[src/rtl/led_pwr_sequencer_if.sv]
// Front-panel LED controller signal bundle: platform status in, active-low LED drives and phase out.
// master = status source / consumer side, slave = led_pwr_sequencer.
interface led_pwr_sequencer_if;
  logic       PsEn;
  logic [1:0] SysHealth;
  logic [1:0] PsuOk;
  logic [1:0] PsuFail;
  logic       FanFail;
  logic [1:0] LanLink1000;
  logic [1:0] LanLink100;
  logic [1:0] LanAct;

  logic       SysLedG_ox;
  logic       SysLedR_ox;
  logic       FanFail_ox;
  logic       FanOK_ox;
  logic [1:0] PowerNormal_ox;
  logic [1:0] PowerFail_ox;
  logic [1:0] RJ45Speed1R_ox;
  logic [1:0] RJ45Speed2R_ox;
  logic [1:0] RJ45RActivity_ox;
  logic [1:0] LedPhase;

  modport master (
    output PsEn, SysHealth, PsuOk, PsuFail, FanFail, LanLink1000, LanLink100, LanAct,
    input  SysLedG_ox, SysLedR_ox, FanFail_ox, FanOK_ox, PowerNormal_ox, PowerFail_ox,
           RJ45Speed1R_ox, RJ45Speed2R_ox, RJ45RActivity_ox, LedPhase
  );

  modport slave (
    input  PsEn, SysHealth, PsuOk, PsuFail, FanFail, LanLink1000, LanLink100, LanAct,
    output SysLedG_ox, SysLedR_ox, FanFail_ox, FanOK_ox, PowerNormal_ox, PowerFail_ox,
           RJ45Speed1R_ox, RJ45Speed2R_ox, RJ45RActivity_ox, LedPhase
  );
endinterface

[src/rtl/led_pwr_sequencer.sv]
// Power-up LED sequencer: OFF -> SETTLE -> (LAMP) -> RUN, with ms prescaler, SYS blink and LAN activity stretch.
// Define LED_LAMP_TEST_EN to include the lamp-test phase; otherwise SETTLE goes straight to RUN.
module led_pwr_sequencer #(
  parameter int unsigned CLK_PER_MS = 33000,
  parameter int unsigned SETTLE_MS  = 200,
  parameter int unsigned LAMP_MS    = 1000,
  parameter int unsigned BLINK_MS   = 500,
  parameter int unsigned ACT_MS     = 50
) (
  input  logic Mclk,
  input  logic Reset,
  led_pwr_sequencer_if.slave panel
);

  localparam int unsigned MAX_SL = (SETTLE_MS > LAMP_MS) ? SETTLE_MS : LAMP_MS;
  localparam int unsigned MAX_MS = (MAX_SL > BLINK_MS) ? MAX_SL : BLINK_MS;
  localparam int unsigned MS_W   = $clog2(MAX_MS + 1);
  localparam int unsigned PRE_W  = $clog2(CLK_PER_MS);
  localparam int unsigned ACT_W  = $clog2(ACT_MS + 1);

  localparam logic [PRE_W-1:0] PRE_LAST    = PRE_W'(CLK_PER_MS - 1);
  localparam logic [MS_W-1:0]  SETTLE_LAST = MS_W'(SETTLE_MS - 1);
  localparam logic [MS_W-1:0]  BLINK_LAST  = MS_W'(BLINK_MS - 1);
  localparam logic [ACT_W-1:0] ACT_LAST    = ACT_W'(ACT_MS - 1);
`ifdef LED_LAMP_TEST_EN
  localparam logic [MS_W-1:0]  LAMP_LAST   = MS_W'(LAMP_MS - 1);
`endif

  typedef enum logic [1:0] {
    OFF    = 2'b00,
    SETTLE = 2'b01,
    LAMP   = 2'b10,
    RUN    = 2'b11
  } phase_t;

  typedef enum logic [1:0] {
    ACT_IDLE,
    ACT_ON,
    ACT_GAP
  } act_t;

  typedef struct packed {
    logic       sys_g;
    logic       sys_r;
    logic       fan_fail;
    logic       fan_ok;
    logic [1:0] pwr_normal;
    logic [1:0] pwr_fail;
    logic [1:0] speed1;
    logic [1:0] speed2;
    logic [1:0] activity;
  } leds_t;

  phase_t           phase;
  logic [PRE_W-1:0] presc;
  logic             tick;
  logic [MS_W-1:0]  ms_cnt;
  logic             blink;
  logic [1:0]       stretch_on;
  leds_t            leds;
  leds_t            run_leds;

  // Free-running millisecond prescaler, independent of the sequencer phase.
  always_ff @(posedge Mclk or posedge Reset) begin
    if (Reset) begin
      presc <= '0;
    end else if (tick) begin
      presc <= '0;
    end else begin
      presc <= presc + 1'b1;
    end
  end

  assign tick = (presc == PRE_LAST);

  // Run-mode LED image from live status; outputs are active-low.
  always_comb begin
    run_leds            = '1;
    run_leds.sys_g      = ~((panel.SysHealth == 2'b00) | ((panel.SysHealth == 2'b11) & blink));
    run_leds.sys_r      = ~((panel.SysHealth == 2'b10) | ((panel.SysHealth == 2'b01) & blink));
    run_leds.pwr_normal = ~(panel.PsuOk & ~panel.PsuFail);
    run_leds.pwr_fail   = ~panel.PsuFail;
    run_leds.fan_fail   = ~panel.FanFail;
    run_leds.fan_ok     = panel.FanFail;
    run_leds.speed1     = ~panel.LanLink1000;
    run_leds.speed2     = ~(panel.LanLink100 & ~panel.LanLink1000);
    run_leds.activity   = ~(stretch_on & (panel.LanLink1000 | panel.LanLink100));
  end

  // blink is only ever non-zero in RUN, so run_leds at RUN entry already sees it cleared.
  always_ff @(posedge Mclk or posedge Reset) begin
    if (Reset) begin
      phase  <= OFF;
      ms_cnt <= '0;
      blink  <= 1'b0;
      leds   <= '1;
    end else if (!panel.PsEn) begin
      phase  <= OFF;
      ms_cnt <= '0;
      blink  <= 1'b0;
      leds   <= '1;
    end else begin
      case (phase)
        OFF: begin
          phase  <= SETTLE;
          ms_cnt <= '0;
          leds   <= '1;
        end
        SETTLE: begin
          leds <= '1;
          if (tick) begin
            if (ms_cnt == SETTLE_LAST) begin
              ms_cnt <= '0;
`ifdef LED_LAMP_TEST_EN
              phase  <= LAMP;
              leds   <= '0;
`else
              phase  <= RUN;
              leds   <= run_leds;
`endif
            end else begin
              ms_cnt <= ms_cnt + 1'b1;
            end
          end
        end
`ifdef LED_LAMP_TEST_EN
        LAMP: begin
          leds <= '0;
          if (tick) begin
            if (ms_cnt == LAMP_LAST) begin
              ms_cnt <= '0;
              phase  <= RUN;
              leds   <= run_leds;
            end else begin
              ms_cnt <= ms_cnt + 1'b1;
            end
          end
        end
`endif
        RUN: begin
          leds <= run_leds;
          if (tick) begin
            if (ms_cnt == BLINK_LAST) begin
              ms_cnt <= '0;
              blink  <= ~blink;
            end else begin
              ms_cnt <= ms_cnt + 1'b1;
            end
          end
        end
        default: begin
          phase  <= OFF;
          ms_cnt <= '0;
          blink  <= 1'b0;
          leds   <= '1;
        end
      endcase
    end
  end

  // Per-port activity stretcher: ACT_MS on, ACT_MS forced off, retriggered only from IDLE.
  for (genvar i = 0; i < 2; i++) begin : g_act
    act_t             st;
    logic [ACT_W-1:0] cnt;

    always_ff @(posedge Mclk or posedge Reset) begin
      if (Reset) begin
        st  <= ACT_IDLE;
        cnt <= '0;
      end else if (phase != RUN) begin
        st  <= ACT_IDLE;
        cnt <= '0;
      end else begin
        case (st)
          ACT_IDLE: begin
            if (panel.LanAct[i]) begin
              st  <= ACT_ON;
              cnt <= '0;
            end
          end
          ACT_ON: begin
            if (tick) begin
              if (cnt == ACT_LAST) begin
                st  <= ACT_GAP;
                cnt <= '0;
              end else begin
                cnt <= cnt + 1'b1;
              end
            end
          end
          ACT_GAP: begin
            if (tick) begin
              if (cnt == ACT_LAST) begin
                st  <= ACT_IDLE;
                cnt <= '0;
              end else begin
                cnt <= cnt + 1'b1;
              end
            end
          end
          default: begin
            st  <= ACT_IDLE;
            cnt <= '0;
          end
        endcase
      end
    end

    assign stretch_on[i] = (st == ACT_ON);
  end

  assign panel.SysLedG_ox       = leds.sys_g;
  assign panel.SysLedR_ox       = leds.sys_r;
  assign panel.FanFail_ox       = leds.fan_fail;
  assign panel.FanOK_ox         = leds.fan_ok;
  assign panel.PowerNormal_ox   = leds.pwr_normal;
  assign panel.PowerFail_ox     = leds.pwr_fail;
  assign panel.RJ45Speed1R_ox   = leds.speed1;
  assign panel.RJ45Speed2R_ox   = leds.speed2;
  assign panel.RJ45RActivity_ox = leds.activity;
  assign panel.LedPhase         = phase;

endmodule

[src/flat_wrapper.sv]
// flat-port wrapper written by rule: the top's interface ports become plain ports
module led_pwr_sequencer_flat 
#(
  parameter int unsigned CLK_PER_MS = 33000,
  parameter int unsigned SETTLE_MS  = 200,
  parameter int unsigned LAMP_MS    = 1000,
  parameter int unsigned BLINK_MS   = 500,
  parameter int unsigned ACT_MS     = 50
)
  (Mclk, Reset, panel_PsEn, panel_SysHealth, panel_PsuOk, panel_PsuFail, panel_FanFail, panel_LanLink1000, panel_LanLink100, panel_LanAct, panel_SysLedG_ox, panel_SysLedR_ox, panel_FanFail_ox, panel_FanOK_ox, panel_PowerNormal_ox, panel_PowerFail_ox, panel_RJ45Speed1R_ox, panel_RJ45Speed2R_ox, panel_RJ45RActivity_ox, panel_LedPhase);
  led_pwr_sequencer_if panel_i ();
  input  logic Mclk;
  input  logic Reset;
  input wire logic [$bits(panel_i.PsEn)-1:0] panel_PsEn;
  input wire logic [$bits(panel_i.SysHealth)-1:0] panel_SysHealth;
  input wire logic [$bits(panel_i.PsuOk)-1:0] panel_PsuOk;
  input wire logic [$bits(panel_i.PsuFail)-1:0] panel_PsuFail;
  input wire logic [$bits(panel_i.FanFail)-1:0] panel_FanFail;
  input wire logic [$bits(panel_i.LanLink1000)-1:0] panel_LanLink1000;
  input wire logic [$bits(panel_i.LanLink100)-1:0] panel_LanLink100;
  input wire logic [$bits(panel_i.LanAct)-1:0] panel_LanAct;
  output wire logic [$bits(panel_i.SysLedG_ox)-1:0] panel_SysLedG_ox;
  output wire logic [$bits(panel_i.SysLedR_ox)-1:0] panel_SysLedR_ox;
  output wire logic [$bits(panel_i.FanFail_ox)-1:0] panel_FanFail_ox;
  output wire logic [$bits(panel_i.FanOK_ox)-1:0] panel_FanOK_ox;
  output wire logic [$bits(panel_i.PowerNormal_ox)-1:0] panel_PowerNormal_ox;
  output wire logic [$bits(panel_i.PowerFail_ox)-1:0] panel_PowerFail_ox;
  output wire logic [$bits(panel_i.RJ45Speed1R_ox)-1:0] panel_RJ45Speed1R_ox;
  output wire logic [$bits(panel_i.RJ45Speed2R_ox)-1:0] panel_RJ45Speed2R_ox;
  output wire logic [$bits(panel_i.RJ45RActivity_ox)-1:0] panel_RJ45RActivity_ox;
  output wire logic [$bits(panel_i.LedPhase)-1:0] panel_LedPhase;
  assign panel_i.PsEn = panel_PsEn;
  assign panel_i.SysHealth = panel_SysHealth;
  assign panel_i.PsuOk = panel_PsuOk;
  assign panel_i.PsuFail = panel_PsuFail;
  assign panel_i.FanFail = panel_FanFail;
  assign panel_i.LanLink1000 = panel_LanLink1000;
  assign panel_i.LanLink100 = panel_LanLink100;
  assign panel_i.LanAct = panel_LanAct;
  assign panel_SysLedG_ox = panel_i.SysLedG_ox;
  assign panel_SysLedR_ox = panel_i.SysLedR_ox;
  assign panel_FanFail_ox = panel_i.FanFail_ox;
  assign panel_FanOK_ox = panel_i.FanOK_ox;
  assign panel_PowerNormal_ox = panel_i.PowerNormal_ox;
  assign panel_PowerFail_ox = panel_i.PowerFail_ox;
  assign panel_RJ45Speed1R_ox = panel_i.RJ45Speed1R_ox;
  assign panel_RJ45Speed2R_ox = panel_i.RJ45Speed2R_ox;
  assign panel_RJ45RActivity_ox = panel_i.RJ45RActivity_ox;
  assign panel_LedPhase = panel_i.LedPhase;
  led_pwr_sequencer #(.CLK_PER_MS(CLK_PER_MS), .SETTLE_MS(SETTLE_MS), .LAMP_MS(LAMP_MS), .BLINK_MS(BLINK_MS), .ACT_MS(ACT_MS)) u_core (.Mclk(Mclk), .Reset(Reset), .panel(panel_i));
endmodule
[config.mk]
export PLATFORM = sky130hd
export DESIGN_NAME = led_pwr_sequencer_flat
export DESIGN_NICKNAME = d
export VERILOG_FILES = /design/src/rtl/led_pwr_sequencer_if.sv /design/src/rtl/led_pwr_sequencer.sv /design/src/flat_wrapper.sv
export SDC_FILE = /design/constraint.sdc
export NUM_CORES = 1
export LEC_CHECK = 0
export CAP_MARGIN = 20
export CORE_ASPECT_RATIO = 1.5
export CORE_MARGIN = 4
export CORE_UTILIZATION = 40
export CTS_CLUSTER_DIAMETER = 60
export DETAILED_ROUTE_END_ITERATION = 10
export DONT_BUFFER_PORTS = 1
export PLACE_DENSITY = 0.6
export SLEW_MARGIN = 20
export SYNTH_ARGS = -nofsm -noshare
export SYNTH_HDL_FRONTEND = slang
export SYNTH_SLANG_ARGS = --single-unit
[constraint.sdc]
create_clock -name Mclk -period 4.4 [get_ports Mclk]
set_clock_uncertainty 0.15 [all_clocks]
set_input_delay 0.88 -clock Mclk [delete_from_list [all_inputs] [get_ports Mclk]]
set_output_delay 0.88 -clock Mclk [all_outputs]
set_load 0.01 [all_outputs]
==> metrics <==
status finished, final reports clean; Final TNS setup 0 ns; DIE HEIGHT 114.3 um; clk_lat worst skew 0.34 ns; crit path from u_core.presc[0]; CTS buffer count 9; Clock Sinks 59; H-tree depth 3; type of the worst min-delay path primary input to async pin; Post-Syn Nets 334; ratio of final minimum period to clock period 0.5639; Synth async-reset ratio 1.000; Yosys warning count 0; Final Hold Fails 0; row cnt 38; CTS Hold Bufs 0; # resized after CTS 0; Setup WS pre-CTS 1.904 ns; Placement Cell Area 0.003098 sq mm; Worst Setup Start Kind flip-flop; Worst Setup Path Type flip-flop to flip-flop; share of layout cells above drive strength 1 0.1274; Hold Worst Slack 0.3292 ns; most common cell after layout, fill and taps aside dfrtp_1; final wirelength 6065 um; initial core utilization 0.4140; Clock Tree Root clkbuf_8; maximum clock path buffer count 2; Slew Limit Fails 0; synthesized area per cell 9.874 sq um; total gr overflow 0; Die W 78.85 um; Peak Freq 0.4030 GHz; TritonRoute pass-1 iters 4; final cell count without fillers 414; Top FF cell, synth dfrtp_1; number of setup violations in the final report 0; Placed Cells 398; clock-pin transition on the worst setup and hold timing paths 0.07 ns; Post-Synthesis Cells 305; CP Capture Type flip-flop; I/O Buffers 0; postcts setup bufs 0; Power Density 357.6 mW/mm^2; die area 0.009010 sq mm; minimum clock period 2.481 ns; Synth cell types 48; residual DRC count 0; Seq/Total Area, Yosys 0.4961; I/O pin total 32; Final Net Count 338; worst r2r src u_core.presc[0]; worst-path cell chain ha_1 -> and4bb_2 -> nand4_1 -> or3_1 -> o31ai_1; core area 0.007274 sq mm; final instance area 0.003358 sq mm; synthesized area 0.003012 sq mm; initial antenna violation count 0; final worst-path setup slack 1.919 ns; Static Leak 1.352 nW; Tot GR Track Use 0.1475; Routed Antenna Nets 0; CTS tree built; Max-Cap Viols 0; antenna cell count 0; worst slew pin tran 0.7923 ns; slowest library cell on the worst path or3_1; Final Wtd Congestion 0.7772; Critical Path RT 4.50 ns; DP HPWL 4351 um; most frequent cells in the layout 45 x dfrtp_1, 36 x nand2_1, 23 x nand3_1; routed vias 2244; vias in the first global route 2270; Peak VDD IR 0.0001466 V; Critical Path Max Stage Delay 0.62 ns; Layout area overhead 11.51%; critical-path maximum fanout 14; Post-synth EDFFs 0; pin count of the biggest net entering global routing 31; #FFs+latches synth 59; Vias/cell 5.420; first-pass GRT wire length 10380 um; Max-slew headroom 0.4669; RSZ-0062 raised after global routing no; routed wire length per instance 14.65 um; DRT iter0 DRCs 91; WP data arrival 2.58 ns
## stage by stage
step	power, mW	utilization
finish	1.201	0.4616
global route	1.235	0.4616
CTS	1.215	0.4616
detailed placement	0.5735	0.4259
global placement	0.5730	0.4259
floorplan	0.5676	-
## worst max-delay path, delay by kind of cell, from the launching register on
kind                       cells  cell delay (ns)
AOI/OAI and AO/OA              1             0.25
adders and majority gates      1             0.26
DFF                            1             0.38
and+or+nand+nor                3             1.35
## per-layer routing
layer	vias up	routed length (um)	global-route usage
met4	0	164	0.09289
met5	-	0	0
met2	46	3117	0.2592
li1	1095	-	-
met3	14	293	0.03465
met1	1089	2489	0.1571
## final cells by class
cell class,instances,area (sq um)
repair buffers,2,15.01
clock inverters,4,95.09
multi-input cells,226,1423
inverters,11,41.29
flip-flops and latches,59,1494
clock buffers,12,165.2
well taps,100,125.1
fillers,697,3916
## sequential cells by signal, indices dropped and copies added, names as in the netlist, 2 cells and up
register / flops
u_core.g_act.cnt: 12
u_core.g_act.st: 4
u_core.ms_cnt: 10
u_core.panel.LedPhase: 2
u_core.panel.PowerFail_ox: 2
u_core.panel.PowerNormal_ox: 2
u_core.panel.RJ45RActivity_ox: 2
u_core.panel.RJ45Speed1R_ox: 2
u_core.panel.RJ45Speed2R_ox: 2
u_core.presc: 16
## cells in the mapped netlist (2+ instances only)
library cell / count / area [sq um]
inv_1: 11 / 41.29
nor3b_1: 2 / 15.01
nand2b_1: 2 / 12.51
a31oi_1: 4 / 25.02
xor2_1: 6 / 52.55
nand4_1: 8 / 50.05
and4_1: 3 / 26.28
xnor2_1: 8 / 70.07
nor4_1: 2 / 12.51
nand3b_1: 5 / 37.54
nor3_1: 9 / 45.04
a21oi_1: 19 / 95.09
o22ai_1: 3 / 18.77
and3_1: 5 / 31.28
nand3_1: 23 / 115.1
o21ai_0: 20 / 100.1
o31ai_1: 6 / 45.04
nor2b_1: 7 / 43.79
dfrtp_1: 45 / 1126
nand2_1: 36 / 135.1
nor4b_1: 2 / 17.52
and2_1: 3 / 18.77
dfstp_2: 14 / 367.9
or3_1: 2 / 12.51
buf_6: 2 / 22.52
nor2_1: 17 / 63.81
buf_2: 4 / 20.02
o211ai_1: 3 / 22.52
ha_1: 13 / 162.7
clkbuf_1: 3 / 11.26
## kinds of logic (layout without fill, tap and decap cells)
family,after synthesis,in the layout,share of synthesized area
XOR/XNOR,14,14,0.04072
AND/OR/NAND/NOR,137,137,0.2580
AO/OA/AOI/OAI,62,62,0.1197
buffers and inverters,20,29,0.03157
flip-flops,59,59,0.4961
adder cells (fa/ha/maj),13,13,0.05401
## power breakdown
| part | total (mW) | switching, mW | internal [mW] |
|---|---|---|---|
| clock network | 0.638 | 0.216 | 0.422 |
| registers | 0.545 | 0.00126 | 0.544 |
| logic | 0.0179 | 0.0147 | 0.00320 |
## worst paths after layout
path / end / slack (ns) / cells after the start
setup reg to reg: u_core.g_act[1].cnt[4] / 1.92 / 5
hold / removal: u_core.g_act[1].cnt[3] / 0.33 / 1
hold reg to reg: u_core.presc[0] / 0.33 / 1
min in group Mclk: u_core.presc[0] / 0.33 / 1
max in group asynchronous: u_core.presc[14] / 2.95 / 2
setup / recovery: u_core.g_act[1].cnt[4] / 1.92 / 5
(Power assumes the default switching activity.)
